`config.mk`:
```
export PLATFORM = sky130hd
export DESIGN_NAME = insn_encoder
export DESIGN_NICKNAME = d
export VERILOG_FILES = /design/src/rtl/insn_encoder.sv
export SDC_FILE = /design/constraint.sdc
export NUM_CORES = 1
export LEC_CHECK = 0
export ABC_AREA = 1
export CORE_MARGIN = 1.5
export CORE_UTILIZATION = 48
export DETAILED_ROUTE_END_ITERATION = 10
export GPL_TIMING_DRIVEN = 0
export MAX_ROUTING_LAYER = met4
export PLACE_DENSITY = 0.81
export SLEW_MARGIN = 20
export SYNTH_ARGS = -nofsm -noshare
export SYNTH_HDL_FRONTEND = slang
export SYNTH_SLANG_ARGS = --single-unit
```
`constraint.sdc`:
```
create_clock -name clk -period 3.62 [get_ports clk]
set_clock_uncertainty 0.05 [all_clocks]
set_input_delay 0.905 -clock clk [delete_from_list [all_inputs] [get_ports clk]]
set_output_delay 0.905 -clock clk [all_outputs]
set_load 0.1 [all_outputs]
```
`src/rtl/insn_encoder.sv`:
```
// insn_encoder: packs decoded RV64 fields into 32-bit words, expands li, tags each word with its pc.
// Optional immediate range checking is enabled with `define INSN_ENC_RANGE_CHECK_EN.
module insn_encoder #(
  parameter logic [63:0] START_PC = 64'h0
) (
  input  logic        clk,
  input  logic        reset,
  input  logic        in_valid,
  output logic        in_ready,
  input  logic [2:0]  fmt,
  input  logic [6:0]  opcode,
  input  logic [4:0]  rd,
  input  logic [4:0]  rs1,
  input  logic [4:0]  rs2,
  input  logic [2:0]  funct3,
  input  logic [6:0]  funct7,
  input  logic [63:0] imm,
  output logic        out_valid,
  input  logic        out_ready,
  output logic [31:0] out_insn,
  output logic [63:0] out_pc,
  output logic        out_err
);
  typedef enum logic {RUN, LI2} state_t;
  state_t state;
  logic [11:0] lo, li_lo;
  logic [19:0] hi;
  logic [4:0] li_rd;
  logic [31:0] enc;
  logic two, err, li_err, fire_in, fire_out;
  assign lo = imm[11:0];
  // Rounding by 0x800 before the shift is the same as adding bit 11 into the upper field.
  assign hi = imm[31:12] + {19'd0, imm[11]};
  assign in_ready = (state == RUN) && (!out_valid || out_ready);
  assign fire_in = in_valid && in_ready;
  assign fire_out = out_valid && out_ready;
  always_comb begin
    enc = '0;
    two = 1'b0;
    case (fmt)
      3'd0: enc = {funct7, rs2, rs1, funct3, rd, opcode};
      3'd1: enc = {imm[11:0], rs1, funct3, rd, opcode};
      3'd2: enc = {imm[11:5], rs2, rs1, funct3, imm[4:0], opcode};
      3'd3: enc = {imm[12], imm[10:5], rs2, rs1, funct3, imm[4:1], imm[11], opcode};
      3'd4: enc = {imm[31:12], rd, opcode};
      3'd5: enc = {imm[20], imm[10:1], imm[11], imm[19:12], rd, opcode};
      3'd6: begin
        enc = (hi == 20'd0) ? {lo, 5'd0, 3'd0, rd, 7'b0010011} : {hi, rd, 7'b0110111};
        two = (hi != 20'd0) && (lo != 12'd0);
      end
      default: enc = '0;
    endcase
  end
`ifdef INSN_ENC_RANGE_CHECK_EN
  function automatic logic fits(input logic [63:0] v, input int n);
    logic [63:0] s;
    s = v << (64 - n);
    return v == $unsigned($signed(s) >>> (64 - n));
  endfunction
  always_comb begin
    case (fmt)
      3'd1, 3'd2: err = !fits(imm, 12);
      3'd3: err = !fits(imm, 13) || imm[0];
      3'd4: err = !fits(imm, 32) || (imm[11:0] != 12'd0);
      3'd5: err = !fits(imm, 21) || imm[0];
      3'd6: err = !fits(imm, 32);
      3'd7: err = 1'b1;
      default: err = 1'b0;
    endcase
  end
`else
  logic unused_imm_hi;
  assign unused_imm_hi = ^imm[63:32];
  assign err = (fmt == 3'd7);
`endif
  always_ff @(posedge clk) begin
    if (reset) begin
      state <= RUN;
      out_valid <= 1'b0;
      out_insn <= '0;
      out_err <= 1'b0;
      out_pc <= START_PC;
      li_rd <= '0;
      li_lo <= '0;
      li_err <= 1'b0;
    end else begin
      if (fire_out) out_pc <= out_pc + 64'd4;
      if (state == LI2) begin
        if (fire_out) begin
          out_insn <= {li_lo, li_rd, 3'd0, li_rd, 7'b0011011};
          out_err <= li_err;
          state <= RUN;
        end
      end else if (fire_in) begin
        out_valid <= 1'b1;
        out_insn <= enc;
        out_err <= err;
        if (two) begin
          li_rd <= rd;
          li_lo <= lo;
          li_err <= err;
          state <= LI2;
        end
      end else if (fire_out) begin
        out_valid <= 1'b0;
      end
    end
  end
endmodule

```
# --- Yosys cells after proc, flatten, opt, wreduce, memory -nomap -nowiden ---
# Cells that the tools add are included.
op_classes:
  add_sub_neg: 2
  eq_ne: 8
  mux: 15
  bitwise: 1
  reduce_logical: 15
op_table:
  columns: ["op", "count"]
  rows:
  - ["32-bit case mux with 7 select lines", 1]
  - ["32-bit two-way mux", 4]
  - ["64-bit by 3-bit adder with 64-bit output (second input constant)", 1]
  - ["20-bit by 1-bit adder with 20-bit output", 1]
  - ["20-bit logical NOT", 1]
  - ["20-bit nonzero test", 1]
  - ["3-bit equality test (second input constant)", 4]
  - ["12-bit nonzero test", 1]
  - ["1-bit two-way mux", 10]
  - ["3-bit by 2-bit equality test with 1-bit output (second input constant)", 2]
  - ["1-bit logical AND", 4]
  - ["2-bit AND reduction", 2]
  - ["2-bit nonzero test", 2]
  - ["3-bit by 1-bit equality test with 1-bit output (second input constant)", 1]
  - ["3-bit logical NOT", 1]
  - ["3-bit AND reduction", 1]
  - ["2-bit by 1-bit != test with 1-bit output (second input constant)", 1]
  - ["1-bit logical NOT", 1]
  - ["1-bit logical OR", 1]
  - ["1-bit inverter", 1]
totals:
  register_bits: 117
  inputBits: 103
  wordCells: 49

# --- Longest topological paths before layout ---
logic_depth:
  ltp_word: 7
  ltp_mapped: 18

# --- Worst setup path after synthesis ---
# Ideal clock, no wire load.
synth_path:
  kind: "in2reg"
  start: "input out_ready"
  end: "register li_lo[11]"
  setup_time_ns: 0.119
  t_arrival_ns: 3.623
  required_ns: 3.451
  setup_slack_ns: -0.172
  stages: 8
  path_cell_list: "inv_1 > a21oi_1 > nand2_1 > a31oi_1 > nand3_4 > buf_4 > o21ai_0 > a21oi_1"
synth_via:
  elab_chain_len: 4
synth_lines:
  columns: ["item", "line", "source"]
  rows:
  - ["start: declaration", "19", "input logic out_ready,"]
  - ["1-bit logical OR", "34", "assign in_ready = (state == RUN) && (!out_valid || out_ready);"]
  - ["1-bit logical AND", "34", null]
  - ["via in_ready", "9", "output logic in_ready,"]
  - ["1-bit logical AND", "35", "assign fire_in = in_valid && in_ready;"]
  - ["3-bit AND reduction (no line)", null, null]
  - ["end signal: assignment", "100", "li_lo <= lo;"]
  - ["end: declaration", "26", "logic [11:0] lo, li_lo;"]
# The timed path passes the listed nets, and every way through them passes these cells.
# A chain may end at the register's enable or synchronous reset.

# --- Worst setup path after layout ---
layout_path:
  start: "input out_ready"
  end: "register out_pc[58]"
layout_via:
  elab_chain_len: 1
layout_lines:
  columns: ["item", "line", "source"]
  rows:
  - ["1-bit logical AND", "36", "assign fire_out = out_valid && out_ready;"]
  - ["end signal: assignment", "87", "if (fire_out) out_pc <= out_pc + 64'd4;"]
  - ["end: declaration", "21", "output logic [63:0] out_pc,"]
# Every way passes these cells.

==> summary.txt <==
Util after Layout -> 0.663
CTS Buf Count -> 17
Power Dens Cells -> 392 nW/um^2
Post-DR vias/cell -> 5.54
Fmax achieved -> 0.293 GHz
CTS root buf -> clkbuf_16
Flop-to-flop setup slack -> 0.79 ns
H-tree depth -> 4
Maxcap violations -> 0
Number of global-route vias before repair -> 6,960
Max incr delay on CP -> 0.55 ns
First-pass GRT wire length -> 34.5 mm
Crit path kind -> primary input to flip-flop
Area contributors post-synth -> dfxtp_1 (34%), nand2_1 (12%), inv_1 (7.0%)
Gr usage total -> 0.313
Final TNS setup -> 0 ns
Most frequent cell on the critical path -> nand3_1
Count of cell types in the netlist -> 46
Worst-path maximum fanout -> 6
Gate count of the mapped netlist -> 1,021
Wire length per cell -> 16.0 um
Worst setup startpoint -> out_ready
Largest net degree at the start of global routing -> 17
Via count -> 7,750
Syn Area/Cell -> 6.57 um^2
Final Setup Violations -> 0
Starting DRT DRC Count -> 813
Initial antenna violation count -> 0
Area Growth Syn to Fin -> 36.1%
Mapped Area -> 6710 um^2
Worst r2r src -> out_valid$_SDFFE_PP0P_
Final WL -> 22.3 mm
DP Wirelength -> 17.6 mm
Number of synthesized register bits -> 115
Req. time, crit path -> 3.90 ns
Slowest cell on the critical path -> clkdlybuf4s50_1
CP Capture Type -> flip-flop
Clock slew at reported path FFs -> 0.06 ns
Site Rows -> 43
Setup Fix Bufs, Post-CTS -> 0
Share of the synthesized area in the top cell type -> 0.343
Layout Nets -> 1,311
Synthesis warning total -> 0
Period minus WS final -> 3.41 ns
VDD IR max -> 364 uV
Routed Antenna Nets -> 0
Ant diodes -> 0
Critical Path Source Type -> primary input
R2r worst-path depth -> 13
Hold Crit Class -> flip-flop to flip-flop
I/O pin cnt -> 202
Post-synthesis sequential area ratio -> 0.343
Cell breakdown of the critical path -> clkdlybuf4s50_1 -> nand2_2 -> inv_2 -> nand2_2 -> nor2_1 -> nand3_1 -> nor4_1 -> nand3_1 -> inv_1 -> nand3_1 -> nor3_1 -> nand2_1 -> nand2_1 -> nor2_1
RePlAce Congestion -> 0.950
Remaining DRCs -> 0
Die ar. -> 14,700 um^2
Die Y -> 121 um
Max clock buf depth -> 2
TritonCTS clock tree -> done
Die Width -> 121 um
Share of cells above drive strength 1 -> 0.0681
RSZ-0062 raised after global routing -> no
Slew Viols, Final -> 0
End of the critical path -> out_pc[58]$_SDFFE_PP0P_
Leakage -> 3.41 nW
Starting Density -> 0.487
Port Buffer Count -> 164
Fin crit share -> 0.943
Final hold violations -> 0
Worst Tran Pin Value -> 1.03 ns
First-pass DRT Iterations -> 5
Clock sinks -> 115
Clock Latency Late Sink -> 0.43 ns
FF-to-FF End -> out_pc[58]$_SDFFE_PP0P_
Max_slew headroom -> 0.309
Status -> completed
Synth area leader -> dfxtp_1
Total core area -> 13,800 um^2
Crit path DAT -> 3.69 ns
Total gr overflow -> 0
Total power -> 0.00358 W
==> metal layers <==
metal | global-route usage | wire (um) | vias up
li1 | - | - | 3762
met1 | 0.391 | 9260 | 3489
met2 | 0.503 | 10300 | 438
met3 | 0.0602 | 2010 | 61
met4 | 0.118 | 716 | 0
met5 | - | 0 | -
==> state kept, by name, summed over array words and instances (netlist names) <==
name	flops
li_lo	12
out_insn	32
li_rd	5
out_valid	1
state	1
out_err	1
li_err	1
out_pc	62
==> logic make-up after synthesis <==
kind of cell	count (synthesis)	synth area share
xor gates and xnor gates	31	0.0405
and+or+nand+nor	505	0.346
AOI/OAI and AO/OA	204	0.169
DFF	115	0.343
buffers and inverters	162	0.0951
adders and majority gates	3	0.00560
other	1	0.000559
==> cells in the mapped netlist, drive strengths merged <==
cell / n
and2: 1
a22oi: 8
nor3: 43
inv: 126
or2: 1
a21oi: 89
xor2: 26
ha: 3
nand2: 229
clkbuf: 23
nand3: 48
nand4: 31
clkinv: 1
conb: 1
o21bai: 2
a31oi: 5
and3: 2
o21a: 4
nor4: 10
nor3b: 4
nand3b: 6
o21ai: 79
o311ai: 1
a221oi: 12
o22ai: 1
dfxtp: 115
xnor2: 5
o211ai: 1
buf: 12
a211oi: 2
nor2: 130
==> how the worst min path moves through the flow <==
stage,startpoint,to,cells past startpoint
CTS,li_lo[6]$_SDFFE_PP0P_,li_lo[6]$_SDFFE_PP0P_,2
finish,li_rd[3]$_SDFFE_PP0P_,li_rd[3]$_SDFFE_PP0P_,2
global placement,li_rd[1]$_SDFFE_PP0P_,li_rd[1]$_SDFFE_PP0P_,2
floorplan,li_lo[10]$_SDFFE_PP0P_,li_lo[10]$_SDFFE_PP0P_,2
detailed placement,li_lo[6]$_SDFFE_PP0P_,li_lo[6]$_SDFFE_PP0P_,2
global route,li_err$_SDFFE_PP0P_,li_err$_SDFFE_PP0P_,2
==> power breakdown <==
| part | leakage [nW] | switching (W) | internal [W] |
|---|---|---|---|
| Sequential | 0.935 | 0.0000272 | 0.00131 |
| Combinational | 2.22 | 0.000508 | 0.000204 |
| Clock | 0.257 | 0.000638 | 0.000898 |
| Total | 3.41 | 0.00117 | 0.00241 |
==> repair_timing <==
action	in CTS	in global routing
hold endpoints to repair	0	0
cloned	0	0
gates resized for setup	1	10
hold buffers	0	0
setup endpoints to repair	1	19
==> through the flow <==
step | std cells | hold WS (ns) | worst slack [ns] | area (um^2)
4_1_cts | 1398 | 0.400 | 0.00125 | 9120
3_5_place_dp | 1366 | 0.391 | -0.410 | 8580
5_1_grt | 1398 | 0.419 | 0.0288 | 9130
6_report | 1398 | 0.400 | 0.206 | 9130
2_1_floorplan | 1022 | 0.374 | 0.512 | 6710
3_3_place_gp | 1366 | 0.384 | -0.380 | 8580
==> worst max-delay path: cells and delay by family <==
kind                   cells  cell delay (ns)
buffers and inverters      3             0.83
and+or+nand+nor           11             1.97
==> cells in the final DEF, fill, tap and decap left out, drive strengths merged, types with 43 or more instances in the layout <==
master,instances
nor2,130
nor3,43
dfxtp,115
inv,130
clkbuf,43
a21oi,89
nand2,229
nand3,48
clkdlybuf4s50,162
o21ai,79
==> cell type report <==
cell class              count  area, um^2
plain buffers              35         161
clock buffers              19         443
clock inverters            13         101
fillers                  1241        4640
inverters                 127         477
multi-input cells         745        3780
flip-flops and latches    115        2300
well taps                 180         225
repair buffers            164        1640
Power figures use the tool's default switching activity.
